File: src/rtl/data_mem_access_ctrl.sv
// data_mem_access_ctrl: initiator side of the byte-wide data RAM port.
// Turns one CPU load/store request (byte or 16-bit little-endian word) into
// one or two single-cycle RAM accesses and returns the load result.
// The RAM samples mem_addr/mem_data_w/mem_din on each posedge and presents
// read data on mem_dout in the following cycle.
module data_mem_access_ctrl #(
  parameter int ADDR_W = 16
) (
  input  logic              clk_in,
  input  logic              rst,
  input  logic              req,
  input  logic              we,
  input  logic              word,
  input  logic [ADDR_W-1:0] addr,
  input  logic [15:0]       wdata,
  output logic              busy,
  output logic              done,
  output logic [15:0]       rdata,
  output logic [ADDR_W-1:0] mem_addr,
  output logic              mem_data_w,
  output logic [7:0]        mem_din,
  input  logic [7:0]        mem_dout
);

  // IDLE    : waiting for a request
  // BYTE0   : RAM samples the low byte at the end of this cycle
  // BYTE1   : RAM samples the high byte; mem_dout holds the low byte of a load
  // CAPTURE : mem_dout holds the final byte of a load
  typedef enum logic [1:0] {
    IDLE    = 2'd0,
    BYTE0   = 2'd1,
    BYTE1   = 2'd2,
    CAPTURE = 2'd3
  } state_t;

  state_t state;
  state_t state_next;

  // Request attributes latched at acceptance; the address itself lives in
  // mem_addr, which already holds it during BYTE0.
  logic acc_we;
  logic acc_word;
  logic [7:0] acc_hi;

  logic acc_we_next;
  logic acc_word_next;
  logic [7:0] acc_hi_next;

  logic done_next;
  logic [15:0] rdata_next;
  logic [ADDR_W-1:0] mem_addr_next;
  logic mem_data_w_next;
  logic [7:0] mem_din_next;

  // busy is the only output decoded straight from the state register.
  assign busy = (state != IDLE);

  // State and registered outputs; reset aborts any access in flight and
  // drops mem_data_w at once so no further RAM write can happen.
  always_ff @(posedge clk_in or posedge rst) begin
    if (rst) begin
      state      <= IDLE;
      acc_we     <= 1'b0;
      acc_word   <= 1'b0;
      acc_hi     <= 8'h00;
      done       <= 1'b0;
      rdata      <= 16'h0000;
      mem_addr   <= '0;
      mem_data_w <= 1'b0;
      mem_din    <= 8'h00;
    end else begin
      // NOTE: non-blocking assignments so every register samples the values
      // computed from the previous cycle, regardless of statement order.
      state      <= state_next;
      acc_we     <= acc_we_next;
      acc_word   <= acc_word_next;
      acc_hi     <= acc_hi_next;
      done       <= done_next;
      rdata      <= rdata_next;
      mem_addr   <= mem_addr_next;
      mem_data_w <= mem_data_w_next;
      mem_din    <= mem_din_next;
    end
  end

  // Next-state and next-output decode for the access sequencer.
  always_comb begin
    // NOTE: every signal gets a default before the case so no path leaves
    // one unassigned, which would otherwise infer a latch.
    state_next      = state;
    acc_we_next     = acc_we;
    acc_word_next   = acc_word;
    acc_hi_next     = acc_hi;
    done_next       = 1'b0;
    rdata_next      = rdata;
    mem_addr_next   = mem_addr;
    mem_data_w_next = 1'b0;
    mem_din_next    = mem_din;

    unique case (state)
      IDLE: begin
        // Requests are only looked at here; anything raised while busy is
        // dropped rather than queued.
        if (req) begin
          acc_we_next     = we;
          acc_word_next   = word;
          acc_hi_next     = wdata[15:8];
          mem_addr_next   = addr;
          mem_data_w_next = we;
          mem_din_next    = wdata[7:0];
          state_next      = BYTE0;
        end
      end

      BYTE0: begin
        if (acc_word) begin
          // High byte goes to addr+1; the natural wrap handles the top of
          // the address space and odd addresses need nothing special.
          mem_addr_next   = mem_addr + ADDR_W'(1);
          mem_din_next    = acc_hi;
          mem_data_w_next = acc_we;
          state_next      = BYTE1;
        end else if (acc_we) begin
          done_next  = 1'b1;
          state_next = IDLE;
        end else begin
          state_next = CAPTURE;
        end
      end

      BYTE1: begin
        if (acc_we) begin
          done_next  = 1'b1;
          state_next = IDLE;
        end else begin
          rdata_next[7:0] = mem_dout;
          state_next      = CAPTURE;
        end
      end

      CAPTURE: begin
        // Loads only reach this state; stores never disturb rdata.
        if (acc_word) begin
          rdata_next[15:8] = mem_dout;
        end else begin
          rdata_next = {8'h00, mem_dout};
        end
        done_next  = 1'b1;
        state_next = IDLE;
      end

      default: begin
        state_next = IDLE;
      end
    endcase
  end

endmodule

File: config.mk
export PLATFORM = sky130hd
export DESIGN_NAME = data_mem_access_ctrl
export DESIGN_NICKNAME = d
export VERILOG_FILES = /design/src/rtl/data_mem_access_ctrl.sv
export SDC_FILE = /design/constraint.sdc
export NUM_CORES = 1
export LEC_CHECK = 0
export ABC_CLOCK_PERIOD_IN_PS = 3800
export BUFFER_PORTS_ARGS = -buffer_cell sky130_fd_sc_hd__buf_2
export CORE_ASPECT_RATIO = 1.5
export CORE_UTILIZATION = 40
export DETAILED_ROUTE_END_ITERATION = 8
export PLACE_DENSITY_LB_ADDON = 0.12
export SLEW_MARGIN = 0
export SYNTH_ARGS = -nofsm -noshare
export SYNTH_HDL_FRONTEND = slang
export SYNTH_SLANG_ARGS = --single-unit
File: constraint.sdc
create_clock -name clk_in -period 3.8 [get_ports clk_in]
set_input_delay 0.57 -clock clk_in [delete_from_list [all_inputs] [get_ports clk_in]]
set_output_delay 0.57 -clock clk_in [all_outputs]
set_load 0.1 [all_outputs]
==> After elaboration in Yosys (flattened, before gate mapping) <==
Index checks and enable logic that the tools add are counted.
{ "word_totals": {"register_bits": 54, "inputBits": 45} }
{ "classes": {"n_addsub": 1, "n_eq_ne": 7, "mux": 20, "reduce_logical": 7} }
{ "op_table": {"columns": ["operator", "n"], "rows": [
  ["two-way mux 8 bit", 5],
  ["two-way mux 16 bit", 2],
  ["case mux 16 bit (2 select lines)", 1],
  ["case mux 8 bit (2 select lines)", 2],
  ["adder 16 x 1 -> 16 bit (second input constant)", 1],
  ["inequality test 2 bit (second input constant)", 4],
  ["case mux 2 bit (4 select lines)", 1],
  ["two-way mux 2 bit", 3],
  ["AND reduction 3 bit", 2],
  ["nonzero test 2 bit", 3],
  ["equality test 2 bit (second input constant)", 2],
  ["two-way mux 1 bit", 4],
  ["case mux 1 bit (3 select lines)", 1],
  ["equality test 2 x 1 -> 1 bit (second input constant)", 1],
  ["zero test 2 bit", 1],
  ["case mux 1 bit (2 select lines)", 1],
  ["AND reduction 2 bit", 1]
]} }

==> Logic depth before layout (Yosys ltp) <==
Gate-level depths: netlist (run 1).
{ "depth": {"depth_word": 3, "ltp_mapped": 6, "mapped_depth_nobuf": 5} }

==> Least setup slack after synthesis (run 1) <==
Ideal clock, no wire load.
{ "synth_path": {"kind": "reg2reg", "start": "reg mem_addr[1]", "end": "reg mem_addr[12]", "setup_ns": 0.073, "arrival_ns": 2.310, "t_required_ns": 3.727, "path_slack_ns": 1.417, "stages_incl_launch_ff": 7, "n_path_buf": 1, "synth_period_minus_slack_ns": 2.383, "path_cell_list": "dfrtp_1 -> ha_1 -> and4_1 -> buf_2 -> nand4_1 -> or4_1 -> nand3_1"} }
{ "synth_between": {"elab_chain_len": 3} }
{ "synth_rtl": {"columns": ["item", "line_no", "rtl"], "rows": [
  ["from (decl)", "19", "output logic [ADDR_W-1:0] mem_addr,"],
  ["from (signal assigned)", "80", "mem_addr <= mem_addr_next;"],
  ["adder 16 x 1 -> 16 bit", "119", "mem_addr_next = mem_addr + ADDR_W'(1);"],
  ["two-way mux 16 bit", "116", "if (acc_word) begin"],
  ["case mux 16 bit (2 select lines)", "100", "unique case (state)"]
]} }
No other way between the ends. The select of a mux whose other input is x is not followed.
A chain may end at the register's enable or synchronous reset.

==> Worst setup path after layout (run 1) <==
{ "layout_path": {"start": "reg state[1]", "end": "out busy"} }
{ "layout_between": {"elab_chain_len": 1} }
{ "layout_rtl": {"columns": ["item", "line_no", "rtl"], "rows": [
  ["from (decl)", "36", "state_t state;"],
  ["from (signal assigned)", "74", "state <= state_next;"],
  ["nonzero test 2 bit", "56", "assign busy = (state != IDLE);"],
  ["to (decl)", "16", "output logic busy,"]
]} }
No other way between the ends.

==> results of run 1 <==
## synth_stat cells (all sizes together), types with 4 or more instances
| cell type | count | area share, % |
|---|---|---|
| nor2 | 16 | 2.4 |
| dfrtp | 54 | 53 |
| inv | 5 | 0.74 |
| buf | 5 | 1.2 |
| mux2 | 17 | 7.5 |
| o21ai | 25 | 5.1 |
| clkbuf | 13 | 2.0 |
| a21oi | 15 | 2.9 |
| a31oi | 11 | 2.7 |
| nand3 | 11 | 2.2 |
| a2bb2oi | 4 | 1.4 |
| nand2 | 47 | 6.9 |
## registers in the layout (all words and copies together), names as in the netlist, 2 cells and up
signal    flops
acc_hi        8
mem_addr     16
mem_din       8
rdata        16
state         2
## layout make-up
cell class,count,area [um2]
Tap cell,74,92.59
Fill cell,603,2995
Sequential cell,54,1351
Multi-Input combinational cell,186,1101
Timing Repair Buffer,91,465.4
Clock buffer,7,76.32
Clock inverter,1,30.03
Inverter,5,18.77
## cell usage in the layout (no fill, tap or decap), types with 2 or more instances in the layout
master	n
sky130_fd_sc_hd__a21oi_1	15
sky130_fd_sc_hd__o22ai_1	2
sky130_fd_sc_hd__nand2_1	47
sky130_fd_sc_hd__nand2b_1	3
sky130_fd_sc_hd__and4_1	2
sky130_fd_sc_hd__o21ai_0	24
sky130_fd_sc_hd__a41o_1	2
sky130_fd_sc_hd__and3_1	3
sky130_fd_sc_hd__dfrtp_1	54
sky130_fd_sc_hd__a2bb2oi_1	4
sky130_fd_sc_hd__mux2_2	17
sky130_fd_sc_hd__nor3_1	2
sky130_fd_sc_hd__nor2_1	15
sky130_fd_sc_hd__inv_1	4
sky130_fd_sc_hd__buf_4	4
sky130_fd_sc_hd__mux2i_1	3
sky130_fd_sc_hd__nand3_1	11
sky130_fd_sc_hd__nand4_1	3
sky130_fd_sc_hd__a311oi_1	2
sky130_fd_sc_hd__clkbuf_1	2
sky130_fd_sc_hd__a31oi_1	11
sky130_fd_sc_hd__o211ai_1	2
sky130_fd_sc_hd__clkbuf_8	5
sky130_fd_sc_hd__buf_2	87
## layer usage
metal  track usage [%]  routed length [um]  vias up
met5                 0                   0        -
met4             6.056                  81        0
met3             5.046                 354        6
met2             33.54                3104       66
met1             24.30                2654     1046
li1                  -                   -     1090
## cells by family (layout without fill, tap and decap cells)
family | Yosys count | after routing | synth area share [%]
compound gates | 69 | 69 | 16.60
fa+ha+maj | 1 | 1 | 0.4911
buf+inv | 23 | 104 | 3.929
flops | 54 | 54 | 53.05
mux | 20 | 20 | 8.693
simple gates | 96 | 96 | 17.24
## worst min path at each step
stage	from	to	slack (ns)	cells past startpoint
final	rst	mem_din[5]	0.39	2
after global routing	rst	mem_din[5]	0.45	2
after CTS	rst	mem_din[5]	0.43	2
after detailed placement	rdata[14]	rdata[14]	0.46	2
after global placement	rdata[15]	rdata[15]	0.46	2
after floorplan	acc_hi[0]	acc_hi[0]	0.48	1
## stage by stage
step	util, %	area (um2)	hold slack, ns	instances
2_1_floorplan	-	2547	0.4805	263
3_3_place_gp	49.41	3029	0.4558	410
3_5_place_dp	49.41	3029	0.4648	410
4_1_cts	51.14	3136	0.4257	418
5_1_grt	51.14	3136	0.4471	418
6_report	51.14	3136	0.3919	418
==> results.txt, run 1 <==
- CTS buffer count: 5
- Critical Path, Cell by Cell: or2_2 -> buf_2
- After layout, the worst setup slack is 1.730 ns.
* Largest net degree at the start of global routing: 36
- Share of cells above drive strength 1: 34.59%
- Starting utilization of the core area: 41.55%
* Post-synthesis instance area: 0.002547 mm2
- TritonCTS clock tree: done
- Remaining antenna violation count after routing: 0
- Max_slew headroom: 41.60%
* Diodes inserted: 0
* Number of top-level pins: 88
* Overall via count from detail_route: 2208
* IO Port Bufs: 87
- Flip-flop cell with the highest count after synthesis: sky130_fd_sc_hd__dfrtp_1
* Number of buffers and inverters on the critical path: 1
- Critical setup path kind: reg2out
- Number of enable-type register cells in the synthesized netlist: 0
- The clock period could shrink to 2.070 ns.
* Worst r2r path cells: 5
- The Yosys step of the flow raised 0 warnings.
- After synthesis, the share of flip-flops with an asynchronous set or reset is 100.0%.
- For the final database, setup skew stands at 0.007074 ns.
* Global-route wire length before repair: 10120 um
* Horiz. Die Dim: 67.16 um
- Synthesized flop and latch total: 54
* Cell row count: 35
- Worst slack at placement: 1.759 ns
* Count of cell types in the netlist: 41
- Data arrival at the endpoint of the critical path: 1.50 ns
* Unrepaired setup endpoints after global routing: false
* Iteration-0 DRC count of the detailed router: 92
- The critical path crosses 2 cells after its start point.
- The kind of cell with the highest combined delay along the critical path is flip-flops.
- R2r startpoint: state[0]
- The number of antenna violations at the first check in global routing is 0.
- STA classifies the critical path startpoint as a flip-flop.
- Finish-stage setup viols: 0
* Number of global-route vias before repair: 2162
- Based on the critical path, the design can be clocked at up to 483.2 MHz.
- The hold violation count in the final report is 0.
- Root Driver: sky130_fd_sc_hd__clkbuf_8
- The pre-antenna-repair detailed-routing pass consisted of 5 iterations.
- The number of pins exceeding their max-slew limit in the final report came to 0.
- The tool flagged a number of max-cap violations equal to 0.
* Endpoint type of the worst setup path: output port
- Latest clock arrival within the worst-skew pair: 0.30 ns
- The number of nets in the synthesized netlist is 309.
- Number of gates resized after cts: 0
- Average wire length per cell after detail routing: 14.82 um
- Quantity of hold-fixing buffers added after cts: 0
* Post-CTS setup buffers: 0
- The worst register-to-register path ends at mem_addr[6].
- Averaged over all synthesized cells, the footprint is 9.686 um2.
* Final Cycle Share: 54.46%
* Required time of the critical path: 3.23 ns
- H-tree depth: 2
* Die area: 0.006699 mm2
* Worst setup path start: state[1]
- The clock net in this run drives a total of 54 sinks.
- Global routing used 19.88% of the available tracks.
- The largest single stage delay on the critical path is 0.60 ns.
- Slowest cell on the critical path: sky130_fd_sc_hd__dfrtp_1
- From synthesis to final layout, the design area changed by 23.08%.
- Core Footprint: 0.006131 mm2
- Min-delay worst type: in2async
- For this block, the routed nets add up to 6194 um of wire.
* Congestion Overflow GR: 0
- Counting every instance in the synthesized netlist gives 263.
* Routability congestion estimate from global placement: 0.7777
- Via density: 5.282
- At the end of the flow, the number of nets in the layout was 389.
* Critical path capture point: busy
* Register-to-register setup slack: 1.76 ns
- Post-route setup TNS: 0 ns
- The wire-length estimate of the detail-placed layout is 4392 um.
* CTS clock-pin slew for the worst setup and hold paths: 0.10 ns
* Largest fanout of any net on the critical path: 14
- Sequential element share of the synthesized area: 53.05%
- At the pin with the least slew margin, the transition time is 0.8760 ns.
- Die Height: 99.74 um
- Run status: completed
* Maximum root-to-sink buffer count: 2
- Post-route DRC: 0
Power of run 1 is not shown: default switching activity piles up to over one toggle a cycle in this logic, so the estimate is an artifact.
==> inputs of run 2 (changes only) <==
--- a/config.mk
+++ b/config.mk
@@ -5,7 +5,7 @@
 export SDC_FILE = /design/constraint.sdc
 export NUM_CORES = 1
 export LEC_CHECK = 0
-export ABC_CLOCK_PERIOD_IN_PS = 3800
+export ABC_CLOCK_PERIOD_IN_PS = 1740
 export BUFFER_PORTS_ARGS = -buffer_cell sky130_fd_sc_hd__buf_2
 export CORE_ASPECT_RATIO = 1.5
 export CORE_UTILIZATION = 40
==> constraint.sdc (replaced) <==
create_clock -name clk_in -period 1.74 [get_ports clk_in]
set_input_delay 0.261 -clock clk_in [delete_from_list [all_inputs] [get_ports clk_in]]
set_output_delay 0.261 -clock clk_in [all_outputs]
set_load 0.1 [all_outputs]
==> results.txt, run 2 (synthesis gave the netlist of run 1 again) <==
- Fin nets: 401 (+3.1%)
- The vertical die dimension came to 99.74 um (unchanged).
* Most common cell after layout, fill and taps aside: sky130_fd_sc_hd__buf_2
- Worst r2r path cells: 5 (unchanged)
* Number of top-level pins: 88 (unchanged)
* Post-CTS setup buffers: 0 (unchanged)
- The number of pins exceeding their max-slew limit in the final report came to 0 (unchanged).
- Maximum root-to-sink buffer count: 2 (unchanged)
* Transition time of the tightest slew-check pin: 0.5088 ns (-0.3671 ns)
- Top library cells by usage in the layout, fill and taps aside: sky130_fd_sc_hd__buf_2 (86), sky130_fd_sc_hd__nand2_1 (47), sky130_fd_sc_hd__dfrtp_1 (40), sky130_fd_sc_hd__o21ai_0 (24), sky130_fd_sc_hd__mux2_2 (17)
* Finish-stage setup viols: 0 (unchanged)
* TritonCTS clock tree: done
* Number of global-route vias before repair: 2245 (+3.8%)
* Latest clock arrival within the worst-skew pair: 0.31 ns (about the same)
- Largest registers: mem_addr x16, rdata x16
- Hold-critical path depth: 3
- CTS buffer count: 5 (unchanged)
- Final Cycle Share: 93.31%
- Diodes inserted: 0 (unchanged)
- Start point of the worst min-delay path: word
- The number of clock sinks is 54 (unchanged).
* Maximum operating frequency: 615.9 MHz
- Root Driver: sky130_fd_sc_hd__clkbuf_8
- Unrepaired setup endpoints after global routing: false
- Average wire length per cell after detail routing: 14.68 um (-0.95%)
- Maximum Capacitance Violations: 0 (unchanged)
* IO Port Bufs: 87 (unchanged)
* Area grow syn2layout: 30.35%
- The final worst hold slack is 0.1733 ns (-0.2187 ns).
* Antenna violations before repair: 0 (unchanged)
- By startpoint and endpoint, the worst setup path is classified as reg2out.
- The final global-route overflow total was 0 (unchanged).
- H-tree depth: 2 (unchanged)
- Routability congestion estimate from global placement: 0.7784 (about the same)
- The total global routing track utilization is 20.21% (+0.33 points).
- Required time of the critical path: 1.48 ns (-1.75 ns)
- Cell row count: 35 (unchanged)
* Startpoint type of the worst setup path: flip-flop
* Final HPWL DP: 4625 um (+5.3%)
- The DRC violations left was 0 (unchanged).
* Largest fanout of any net on the critical path: 14 (unchanged)
* Overall via count from detail_route: 2292 (+3.8%)
- Largest net degree at the start of global routing: 55 (+53%)
- Final period demand of the worst path: 1.624 ns
- The routed wire length came to 6311 um (+1.9%).
* Share of cells above drive strength 1: 41.29% (+6.7 points)
- Min-delay worst type: in2reg
* Die area: 0.006699 mm2 (unchanged)
- Hold Crit Endpoint: acc_word
* Starting utilization of the core area: 41.55% (unchanged)
- The detail-routed via count per cell is 5.330 (+0.91%).
- The first-pass GRT wire length came to 10250 um (+1.3%).
* CTS clock-pin slew for the worst setup and hold paths: 0.10 ns (about the same)
- Remaining antenna violation count after routing: 0 (unchanged)
- The hold violation count in the final report was 0 (unchanged).
- The core region area is 0.006131 mm2 (unchanged).
- Register-to-register setup slack: 0.13 ns (-1.63 ns)
* Run status: completed
- The width of the die came to 67.16 um (unchanged).
- Iteration-0 DRC count of the detailed router: 85 (-7.6%)
* Max_slew headroom: 66.31% (+25 points)
* Clock Skew: 0.005738 ns (-0.001335 ns)
- The data arrival time of the critical path was 1.36 ns (-0.14 ns).
- In this run the critical register-to-register path is launched from state[0].
* Endpoint type of the worst setup path: output port
* Capture point of the worst reg-to-reg path: mem_addr[15]
- The number of iterations in the first detailed-routing pass is 4 (-1).
[run 2: changes by cell type in the layout (fill, tap and decap cells not counted), sizes merged]
cell,previous run,this run
clkbuf,7,5
clkinv,0,1
buf,91,102
inv,5,6
dlygate4sd3,0,1
[run 2: worst max-delay path by stage]
| stage | start | to |
|---|---|---|
| floorplan | mem_addr[1] | mem_addr[12] |
| global placement | state[0] | mem_addr[11] |
| detailed placement | state[0] | mem_addr[15] |
| CTS | state[0] | busy |
| global route | state[0] | mem_addr[15] |
| finish | state[0] | busy |
[run 2: final cells by class]
type | instances | area (um2)
Inverter | 5 | 18.77
Timing Repair Buffer | 103 | 610.6
Clock buffer | 5 | 68.82
Multi-Input combinational cell | 186 | 1114
Tap cell | 74 | 92.59
Fill cell | 595 | 2810
Sequential cell | 54 | 1369
Clock inverter | 3 | 47.55
[run 2: layer usage]
metal / track usage [%] / wire, um
met5: 0 / 0
met2: 35.08 / 3288
met1: 23.81 / 2571
met3: 4.702 / 371
met4: 6.710 / 80
[run 2: worst max-delay path, stage by stage, from the launching register on]
cell,delay [ns]
sky130_fd_sc_hd__dfrtp_2,0.50
sky130_fd_sc_hd__or2_2,0.32
sky130_fd_sc_hd__buf_4,0.23
[run 2: timing repair]
item,in CTS,in global routing
hold buffers,1,0
gates resized for setup,1,2
setup endpoints to repair,1,20
endpoints found under the hold margin,36,0
[run 2: through the flow]
stage	instance area [um2]	setup TNS, ns	cells	worst slack (ns)	util [%]
3_3_place_gp	3189	0	421	0.1217	52.02
3_5_place_dp	3189	0	421	0.06831	52.02
6_report	3321	0	430	0.1165	54.16
4_1_cts	3318	0	430	0.04879	54.12
2_1_floorplan	2591	-0.5013	263	-0.2447	-
5_1_grt	3321	0	430	0.01729	54.16
Power of run 2 is left out for the same reason.
==> inputs of run 3 (changes only) <==
--- a/config.mk
+++ b/config.mk
@@ -8,8 +8,9 @@
 export ABC_CLOCK_PERIOD_IN_PS = 1740
 export BUFFER_PORTS_ARGS = -buffer_cell sky130_fd_sc_hd__buf_2
 export CORE_ASPECT_RATIO = 1.5
-export CORE_UTILIZATION = 40
+export CORE_UTILIZATION = 30
 export DETAILED_ROUTE_END_ITERATION = 8
+export MAX_ROUTING_LAYER = met4
 export PLACE_DENSITY_LB_ADDON = 0.12
 export SLEW_MARGIN = 0
 export SYNTH_ARGS = -nofsm -noshare
==> results.txt, run 3 (synthesis gave the netlist of run 1 again) <==
* Run status: completed
- The number of pins exceeding their max-slew limit in the final report was 0 (unchanged).
- The path class of the tightest hold or removal check is in2async.
- The routed wire length was 6929 um (+9.8%).
- Diodes inserted: 0 (unchanged)
* Routability congestion estimate from global placement: 0.7571 (-2.7%)
* Critical path depth in cells: 3 (+1)
- Largest fanout of any net on the critical path: 9 (-5)
- The layout cell share with drive strength beyond 1 came to 42.42% (+1.1 points).
- The width of the die came to 77.24 um (+15%).
* Congestion Overflow GR: 0 (unchanged)
- Fin nets: 408 (+1.7%)
- The post-placement worst setup slack came to 0.1488 ns (+0.08054 ns).
* Max_slew headroom: 67.00% (+0.68 points)
- H-tree depth: 2 (unchanged)
* Final WS setup: 0.04046 ns (-0.07601 ns)
* Antenna violations before repair: 0 (unchanged)
* Number of buffers and inverters on the critical path: 2 (+1)
* Number of top-level pins: 88 (unchanged)
* Maximum Capacitance Violations: 0 (unchanged)
- Remaining antenna violation count after routing: 0 (unchanged)
* Post-route DRC: 0 (unchanged)
- The total half-perimeter wirelength after legalization and detailed placement was 5057 um (+9.3%).
- Clock Skew: 0.01025 ns (+0.004512 ns)
- Drt pass-1 iters: 4 (unchanged)
- Latest clock arrival within the worst-skew pair: 0.30 ns (about the same)
- # clock sinks: 54 (unchanged)
- The worst register-to-register path begins at mem_addr[0].
- Maximum operating frequency: 588.4 MHz (-4.5%)
* Slowest cell on the critical path: sky130_fd_sc_hd__dfrtp_2
* Largest net degree at the start of global routing: 55 (unchanged)
* Unrepaired setup endpoints after global routing: false
* Data arrival at the endpoint of the critical path: 1.44 ns (+0.08 ns)
- The area of the die was 0.008872 mm2 (+32%).
- The via total after detailed routing is 2308 (+0.70%).
- The worst setup path is launched from a flip-flop.
* Required time of the critical path: 1.48 ns (about the same)
* Die Height: 114.9 um (+15%)
* Critical path's largest stage delay: 0.47 ns (-0.03 ns)
- Leaving out fill and tap cells, the most frequent cell in the layout is sky130_fd_sc_hd__buf_2.
* Core Footprint: 0.008108 mm2 (+32%)
- Maximum root-to-sink buffer count: 2 (unchanged)
* Register-to-register setup slack: 0.15 ns (+0.02 ns)
- Capture point of the worst reg-to-reg path: mem_addr[12]
- Compared with the post-synthesis result, the final layout area differs by 36.35%.
- Final Hold Viols: 0 (unchanged)
- The sum of negative setup slack was 0 ns (unchanged).
* Cell family with most CP delay: flip-flops
- Critical setup path kind: reg2out
- The standard-cell row count was 40 (+14%).
* Final Cycle Share: 97.67% (+4.4 points)
- Final period demand of the worst path: 1.700 ns (+0.07601 ns)
- The clock-pin slew reported for the worst setup and hold paths after clock tree synthesis is 0.08 ns (-0.02 ns).
- Starting utilization of the core area: 31.42% (-10 points)
- Transition time of the tightest slew-check pin: 0.4985 ns (-0.01033 ns)
- Quantity of hold-fixing buffers added after cts: 0 (-1)
* Finish-stage setup viols: 0 (unchanged)
- Iteration-0 DRC count of the detailed router: 51 (-40%)
- The tree is rooted in a sky130_fd_sc_hd__clkbuf_16.
- IO Port Bufs: 87 (unchanged)
- Average wire length per cell after detail routing: 14.81 um (+0.88%)
- TritonCTS clock tree: done
* Critical Path, Cell by Cell: buf_4 -> or2_2 -> buf_12
- Worst r2r path cells: 5 (unchanged)
- Endpoint type of the worst setup path: output port
* Global-route wire length before repair: 11120 um (+8.4%)
- The core utilization of the finished layout was 42.84% (-11 points).
- Largest registers: mem_addr x16, rdata x16
- Via density: 4.932 (-7.5%)
* Top library cells by usage in the layout, fill and taps aside: sky130_fd_sc_hd__buf_2 (86), sky130_fd_sc_hd__nand2_1 (47), sky130_fd_sc_hd__dfrtp_1 (41), sky130_fd_sc_hd__o21ai_0 (24), sky130_fd_sc_hd__buf_4 (19)
- Hold slack final: 0.005521 ns (-0.1677 ns)
- CTS buffer count: 5 (unchanged)
- Number of global-route vias before repair: 2235 (-0.45%)
- The total global routing track utilization came to 16.74% (-3.5 points).
-- run 3: final cells by class --
type / instances / area (um2)
multi-input combinational: 186 / 1114
sequential: 54 / 1368
inverter: 5 / 18.77
fill: 831 / 4634
clock inverter: 3 / 43.79
tap: 105 / 131.4
timing repair buffer: 110 / 673.1
clock buffer: 5 / 125.1
-- run 3: tightest hold or removal path, cell delays in order --
cell and delay [ns]:
sky130_fd_sc_hd__buf_2 0.10, sky130_fd_sc_hd__inv_2 0.06, sky130_fd_sc_hd__buf_12 0.27
-- run 3: layer usage --
metal  up-vias  GRT usage [%]  part of all wire [%]
met5         -              -                     0
met4         0          5.660                  0.94
met3         4          3.413                   4.1
met2        60          28.79                    52
met1      1114          19.33                    43
li1       1130              -                     -
-- run 3: worst max path at each step --
| stage | slack [ns] | from | end |
|---|---|---|---|
| after floorplan | -0.24 | mem_addr[1] | mem_addr[12] |
| after global placement | 0.20 | mem_addr[0] | mem_addr[12] |
| after detailed placement | 0.15 | mem_addr[0] | mem_addr[12] |
| after CTS | 0.02 | state[0] | busy |
| after global routing | 0.0004 | state[0] | busy |
| final | 0.04 | state[0] | busy |
-- run 3: timing repair --
item,CTS,global route
resized for setup,1,0
buffers inserted,0,0
setup endpoints to repair,1,0
-- run 3: stage by stage --
step / std cells / cell area, um2
4_1_cts: 468 / 3473
6_report: 468 / 3473
5_1_grt: 468 / 3473
2_1_floorplan: 263 / 2591
3_3_place_gp: 460 / 3303
3_5_place_dp: 460 / 3303
Power of run 3 is left out for the same reason.
